<file path="src/rtl/nbr_list_reader.sv">
`default_nettype none
// +----------------------------------------------------------------------------+
// | nbr_list_reader: looks up one vertex record in the neighbor RAM and streams |
// | its neighbor indices on a valid/ready port. Option macro: NBR_PREFETCH_EN. |
// | Revision: 1.0                                                              |
// +----------------------------------------------------------------------------+
module nbr_list_reader #(
  parameter int MAX_NEIGHBOR_COUNT = 10,
  parameter int VERTEX_MAX         = 51
) (
  input  logic        clk,
  input  logic        rst,
  input  logic        req_valid,
  output logic        req_ready,
  input  logic [31:0] req_vertex,
  output logic        nbr_valid,
  input  logic        nbr_ready,
  output logic [31:0] nbr_vertex,
  output logic        nbr_last,
  output logic        done,
  output logic [3:0]  done_count,
  output logic        done_err,
  output logic        busy,
  output logic        RAM_NBR_EN,
  output logic [8:0]  RAM_NBR_A,
  output logic [3:0]  RAM_NBR_WE,
  output logic [31:0] RAM_NBR_Di,
  input  logic [31:0] RAM_NBR_Do
);

  typedef enum logic [2:0] {
    S_IDLE     = 3'd0,
    S_CNT_WAIT = 3'd1,
    S_CNT_CAP  = 3'd2,
    S_NBR_WAIT = 3'd3,
    S_NBR_CAP  = 3'd4,
    S_EMIT     = 3'd5,
    S_DONE     = 3'd6
  } state_t;

  localparam logic [3:0] c_CNT_MAX  = 4'(MAX_NEIGHBOR_COUNT - 1);
  localparam logic [8:0] c_REC_SIZE = 9'(MAX_NEIGHBOR_COUNT);

  state_t      r_state;
  state_t      w_state_next;
  logic [8:0]  r_base;
  logic [3:0]  r_cnt;
  logic [3:0]  r_beats;
  logic        r_err;

  logic        w_accept;
  logic        w_legal;
  logic [8:0]  w_base;
  logic        w_cnt_ovf;
  logic [3:0]  w_cnt_cap;
  logic        w_fire;

  assign RAM_NBR_WE = 4'd0;
  assign RAM_NBR_Di = 32'd0;

  always_comb begin
    w_accept  = req_valid && req_ready;
    w_legal   = (req_vertex != 32'd0) && (req_vertex <= 32'(VERTEX_MAX));
    w_base    = (req_vertex[8:0] - 9'd1) * c_REC_SIZE;
    w_cnt_ovf = (RAM_NBR_Do[3:0] > c_CNT_MAX);
    w_cnt_cap = w_cnt_ovf ? c_CNT_MAX : RAM_NBR_Do[3:0];
    w_fire    = nbr_valid && nbr_ready;
  end

`ifdef NBR_PREFETCH_EN
  // Read pipeline: r_a_* tags the address on the bus, r_do_* the word on Do.
  // Held addresses re-read the same word, so a rejected word is simply refetched.
  logic [31:0] r_hold;
  logic        r_hold_v;
  logic        r_hold_last;
  logic [3:0]  r_next_k;
  logic [3:0]  r_a_k;
  logic        r_a_v;
  logic [3:0]  r_do_k;
  logic        r_dv;
  logic        w_take;
  logic        w_acc;
  logic        w_do_last;
  logic [3:0]  w_next_k;
  logic [3:0]  w_tgt;
  logic        w_issue;

  always_comb begin
    w_take    = r_dv && (r_do_k == r_next_k) && (r_next_k < r_cnt);
    w_acc     = w_take && (w_fire || !nbr_valid || !r_hold_v);
    w_do_last = (r_next_k == (r_cnt - 4'd1));
    w_next_k  = r_next_k + {3'd0, w_acc};
    w_tgt     = w_next_k + {3'd0, (r_a_v && (r_a_k == w_next_k))};
    w_issue   = (w_tgt < r_cnt);
  end
`else
  logic [3:0]  r_k;
`endif

  always_ff @(posedge clk or posedge rst) begin
    if (rst) r_state <= S_IDLE;
    else     r_state <= w_state_next;
  end

  always_comb begin
    w_state_next = r_state;
    case (r_state)
      S_IDLE:     if (w_accept) w_state_next = w_legal ? S_CNT_WAIT : S_DONE;
      S_CNT_WAIT: w_state_next = S_CNT_CAP;
      S_CNT_CAP:  w_state_next = (w_cnt_cap == 4'd0) ? S_DONE : S_NBR_WAIT;
      S_NBR_WAIT: w_state_next = S_NBR_CAP;
      S_NBR_CAP:  w_state_next = S_EMIT;
      S_EMIT: begin
        if (w_fire && nbr_last) w_state_next = S_DONE;
`ifndef NBR_PREFETCH_EN
        else if (w_fire)        w_state_next = S_NBR_WAIT;
`endif
      end
      S_DONE:     w_state_next = S_IDLE;
      default:    w_state_next = S_IDLE;
    endcase
  end

  always_ff @(posedge clk or posedge rst) begin
    if (rst) begin
      req_ready   <= 1'b1;
      nbr_valid   <= 1'b0;
      nbr_vertex  <= 32'd0;
      nbr_last    <= 1'b0;
      done        <= 1'b0;
      done_count  <= 4'd0;
      done_err    <= 1'b0;
      busy        <= 1'b0;
      RAM_NBR_EN  <= 1'b0;
      RAM_NBR_A   <= 9'd0;
      r_base      <= 9'd0;
      r_cnt       <= 4'd0;
      r_beats     <= 4'd0;
      r_err       <= 1'b0;
`ifdef NBR_PREFETCH_EN
      r_hold      <= 32'd0;
      r_hold_v    <= 1'b0;
      r_hold_last <= 1'b0;
      r_next_k    <= 4'd0;
      r_a_k       <= 4'd0;
      r_a_v       <= 1'b0;
      r_do_k      <= 4'd0;
      r_dv        <= 1'b0;
`else
      r_k         <= 4'd0;
`endif
    end else begin
      RAM_NBR_EN <= 1'b1;
      done       <= 1'b0;
      req_ready  <= (w_state_next == S_IDLE);
      // Stays high through the done cycle so busy drops on the edge after done.
      busy       <= (w_state_next != S_IDLE) || (r_state == S_DONE);
`ifdef NBR_PREFETCH_EN
      r_dv       <= 1'b0;
      r_a_v      <= 1'b0;
`endif
      case (r_state)
        S_IDLE: begin
          if (w_accept) begin
            r_base  <= w_base;
            r_err   <= !w_legal;
            r_cnt   <= 4'd0;
            r_beats <= 4'd0;
            if (w_legal) RAM_NBR_A <= w_base;
          end
        end
        S_CNT_CAP: begin
          r_cnt <= w_cnt_cap;
          if (w_cnt_ovf) r_err <= 1'b1;
          if (w_cnt_cap != 4'd0) begin
            RAM_NBR_A <= r_base + 9'd1;
`ifdef NBR_PREFETCH_EN
            r_next_k  <= 4'd0;
            r_a_k     <= 4'd0;
            r_a_v     <= 1'b1;
            r_hold_v  <= 1'b0;
`else
            r_k       <= 4'd0;
`endif
          end
        end
`ifndef NBR_PREFETCH_EN
        S_NBR_CAP: begin
          nbr_vertex <= RAM_NBR_Do;
          nbr_last   <= (r_k == (r_cnt - 4'd1));
          nbr_valid  <= 1'b1;
        end
        S_EMIT: begin
          if (w_fire) begin
            r_beats   <= r_beats + 4'd1;
            nbr_valid <= 1'b0;
            nbr_last  <= 1'b0;
            if (!nbr_last) begin
              r_k       <= r_k + 4'd1;
              RAM_NBR_A <= RAM_NBR_A + 9'd1;
            end
          end
        end
`endif
        S_DONE: begin
          done       <= 1'b1;
          done_count <= r_beats;
          done_err   <= r_err;
          RAM_NBR_A  <= 9'd0;
        end
        default: ;
      endcase

`ifdef NBR_PREFETCH_EN
      if ((r_state == S_NBR_WAIT) || (r_state == S_NBR_CAP) || (r_state == S_EMIT)) begin
        r_dv     <= r_a_v;
        r_do_k   <= r_a_k;
        r_next_k <= w_next_k;
        if (w_issue) begin
          RAM_NBR_A <= r_base + 9'd1 + {5'd0, w_tgt};
          r_a_k     <= w_tgt;
          r_a_v     <= 1'b1;
        end
        if (w_fire) begin
          r_beats <= r_beats + 4'd1;
          if (r_hold_v) begin
            nbr_vertex <= r_hold;
            nbr_last   <= r_hold_last;
            r_hold_v   <= w_acc;
            if (w_acc) begin
              r_hold      <= RAM_NBR_Do;
              r_hold_last <= w_do_last;
            end
          end else if (w_acc) begin
            nbr_vertex <= RAM_NBR_Do;
            nbr_last   <= w_do_last;
          end else begin
            nbr_valid <= 1'b0;
            nbr_last  <= 1'b0;
          end
        end else if (w_acc && !nbr_valid) begin
          nbr_vertex <= RAM_NBR_Do;
          nbr_last   <= w_do_last;
          nbr_valid  <= 1'b1;
        end else if (w_acc) begin
          r_hold      <= RAM_NBR_Do;
          r_hold_last <= w_do_last;
          r_hold_v    <= 1'b1;
        end
      end
`endif
    end
  end

endmodule
`default_nettype wire

</file>
<file path="config.mk">
export PLATFORM = sky130hd
export DESIGN_NAME = nbr_list_reader
export DESIGN_NICKNAME = d
export VERILOG_FILES = /design/src/rtl/nbr_list_reader.sv
export SDC_FILE = /design/constraint.sdc
export NUM_CORES = 1
export LEC_CHECK = 0
export CORE_MARGIN = 4
export CORE_UTILIZATION = 51
export DETAILED_ROUTE_END_ITERATION = 12
export DONT_BUFFER_PORTS = 1
export GPL_TIMING_DRIVEN = 0
export HOLD_SLACK_MARGIN = 0.15
export PLACE_DENSITY = 0.66
export RECOVER_POWER = 50
export SYNTH_ARGS = -nofsm -noshare
export SYNTH_HDL_FRONTEND = slang
export SYNTH_SLANG_ARGS = --single-unit
</file>
<file path="constraint.sdc">
create_clock -name clk -period 2.8 [get_ports clk]
set_clock_uncertainty 0.1 [all_clocks]
set_input_delay 0.42 -clock clk [delete_from_list [all_inputs] [get_ports clk]]
set_output_delay 0.42 -clock clk [all_outputs]
set_load 0.01 [all_outputs]
</file>
==> flow_summary.ini <==
[final_layout]
area_delta_synth_final_pct = 19.9
final_cell_mix = 75 x dfrtp_1, 43 x mux2_2, 42 x nand2_1
final_common_cell = dfrtp_1
diodes = 0
nNetsFinal = 565
final_layout_size_suffix_gt1_frac = 0.243
num-fill-cells = 625
final_cells = 588

[place]
gp_congestion = 0.834
portBuffers = 0
dp_hpwl_microns = 7250
pre_cts_ws_ns = -0.260
numPlacedInstances = 538

[clock_network]
numCtsBuffers = 9
h-tree-depth = 3
clk_pin_slew_worst_paths_ns = 0.09
worst_skew_pair.late_latency_ns = 0.35
clock-sinks = 76
cts_buffer_depth = 2
root_buffer = clkbuf_8
cts_tree = yes

[synthesis]
yosys_register_bits = 76
ys_async_sr_fraction = 1.00
syn_area_per_cell_sq_um = 10.6
synthCells = 400
ys.flop_type = dfrtp_1
synth_edf_count = 0
yosysWarnings = 0
synth_area_sq_um = 4230
synth_cell_types = 57
ys_seq_area_frac = 0.450

[timing]
tightest_slew_ns = 1.51
setup_viol = 0
period_share = 0.957
setup_slack_ns = 0.120
slew_headroom = -0.00704
period_needed_ns = 2.68
rsz0062_at_grt = false
slew_viol_final = 69
hold_viol = 0
fmax_mhz = 373

[min_path]
hp-class = in2reg
min_path_cells = 2

[die]
num_io_pins = 156
rows = 32
die_h_microns = 99.1
start_util = 0.536
die_w_microns = 99.1
core_sq_um = 7890
die_area_sq_um = 9810

[setup_path]
crit_top_cell = ha_4
rr_endpoint = RAM_NBR_A[7]$_DFFE_PP0P_
end_kind = register
crit_type = in2reg
critPathBufInv = 0
slowest_delay_ns = 0.54
critical_path.top_delay_family = compound AO/OA/AOI/OAI gates
crit_chain = or4_4, o21ai_1, nand2_2, ha_4, ha_4, a21oi_2, xnor2_1, a221o_1, mux2_2
cp.arrival_ns = 2.81
r2r-start = r_state[2]$_DFF_PP0_
ff2ff_path_depth = 6
startpoint = req_vertex[3]
cp_num_cells = 9
required_ns = 2.93
crit_path_max_fanout = 4
start_kind = input port
r2r_slack_ns = 0.26
critPathCapture = RAM_NBR_A[7]$_DFFE_PP0P_
cpMaxStageDelayCell = or4_4

[drt]
drt_iter0_markers = 175
postRouteAntennaNets = 0
dr.pass1.iters = 4
viasPerCell = 5.40
wl_per_cell_microns = 17.0
routed_wl_microns = 10000
vias = 3177
drc = 0

[power_and_ir_drop]
pwr-share-comb = 0.385
power.density_nw_per_um2 = 931
peakVddDrop_mv = 0.616
swShare = 0.405
p_switching_w = 0.00191
finalPower_w = 0.00472
p_seq_frac = 0.451
leakagePower_nw = 2.31
p_int_w = 0.00281
pwr-share-clk = 0.164

[global_routing]
antenna_found_initial = 0
overflow = 0
grt_usage = 0.207
first_global_vias = 3266
grt_max_degree = 70
grt_pass1_wl_microns = 16300

[status]
status = finished with violations
failed_checks = max-capacitance violations, max-slew violations

[job]
drv_cap = 1
## sequential cells by signal, summed over array words and instances (netlist names), 3 cells and up
| register | count |
|---|---|
| nbr_vertex | 32 |
| r_state | 3 |
| r_cnt | 4 |
| r_base | 8 |
| done_count | 4 |
| r_k | 4 |
| r_beats | 4 |
| RAM_NBR_A | 9 |
## Yosys cell counts (all sizes together) (3+ instances only)
| cell type | count | area [sq um] |
|---|---|---|
| buf | 42 | 297 |
| or4 | 3 | 26.3 |
| o21ai | 19 | 95.1 |
| o31ai | 4 | 35.0 |
| nand2 | 44 | 168 |
| and3 | 5 | 31.3 |
| ha | 15 | 188 |
| nand4 | 3 | 18.8 |
| xnor2 | 12 | 105 |
| xor2 | 10 | 87.6 |
| nor2 | 22 | 82.6 |
| o221ai | 5 | 43.8 |
| nand3 | 15 | 75.1 |
| a21oi | 6 | 30.0 |
| a22oi | 5 | 37.5 |
| nor2b | 3 | 18.8 |
| clkbuf | 8 | 30.0 |
| a22o | 3 | 26.3 |
| dfrtp | 75 | 1880 |
| mux2 | 43 | 484 |
| o211ai | 4 | 30.0 |
| nor3 | 6 | 35.0 |
| nor4 | 6 | 37.5 |
| inv | 9 | 33.8 |
## power by group through the flow
stage,logic (W),registers (W),clock network (W)
2_1_floorplan,0.00144,0.00201,0
3_3_place_gp,0.00170,0.00213,0
3_5_place_dp,0.00176,0.00214,0
4_1_cts,0.00180,0.00213,0.000794
5_1_grt,0.00202,0.00219,0.000842
6_report,0.00182,0.00213,0.000773
## stage by stage
step                 util  area, sq um  hold slack (ns)  TNS (ns)
floorplan               -         4400            0.347    -0.109
global placement    0.573         4520            0.362    -32.20
detailed placement  0.577         4550           0.0951    -0.923
CTS                 0.644         5080            0.169         0
global route        0.643         5070            0.193         0
finish              0.643         5070            0.176         0
## layout make-up
type / count / area [sq um] / share of cell area
Clock inverter: 6 / 46.3 / 0.00913
Sequential cell: 76 / 1900 / 0.375
Tap cell: 102 / 128 / 0.0252
Multi-Input combinational cell: 300 / 2150 / 0.424
Inverter: 9 / 35.0 / 0.00691
Buffer: 50 / 327 / 0.0644
Clock buffer: 10 / 138 / 0.0271
Timing Repair Buffer: 35 / 345 / 0.0681
## layer usage
metal  GRT usage  wire (microns)  vias to the layer above
li1            -               -                     1514
met4      0.0588             103                        0
met1       0.251            4010                     1479
met2       0.343            4700                      176
met3      0.0793            1200                        8
met5           0               0                        -
## kinds of logic (layout without fill, tap and decap cells)
group,after synthesis,after routing,share of synthesized area
AND/OR/NAND/NOR,119,119,0.141
flip-flops,76,76,0.450
AO/OA/AOI/OAI,63,63,0.112
buffers and inverters,59,110,0.0852
multiplexers,43,43,0.114
XOR/XNOR,22,22,0.0456
adder cells (fa/ha/maj),16,16,0.0491
other,2,37,0.00178
## what timing repair did
item | CTS | global route
hold buffers | 34 | 0
resized for setup | 0 | 2
endpoints found under the hold margin | 110 | 0
setup buffers | 0 | 0
endpoints found under the setup margin | 0 | 2
## worst min-delay path by stage
stage	startpoint	endpoint	slack (ns)
finish	RAM_NBR_Do[0]	r_cnt[0]$_DFFE_PP0P_	0.18
global route	RAM_NBR_Do[3]	r_cnt[2]$_DFFE_PP0P_	0.19
CTS	RAM_NBR_Do[0]	r_cnt[0]$_DFFE_PP0P_	0.17
detailed placement	rst	nbr_vertex[10]$_DFFE_PP0P_	0.1
global placement	r_base[5]$_DFFE_PP0P_	r_base[5]$_DFFE_PP0P_	0.36
floorplan	r_base[7]$_DFFE_PP0P_	r_base[7]$_DFFE_PP0P_	0.35
No activity file was read; power rests on OpenSTA's default activity.
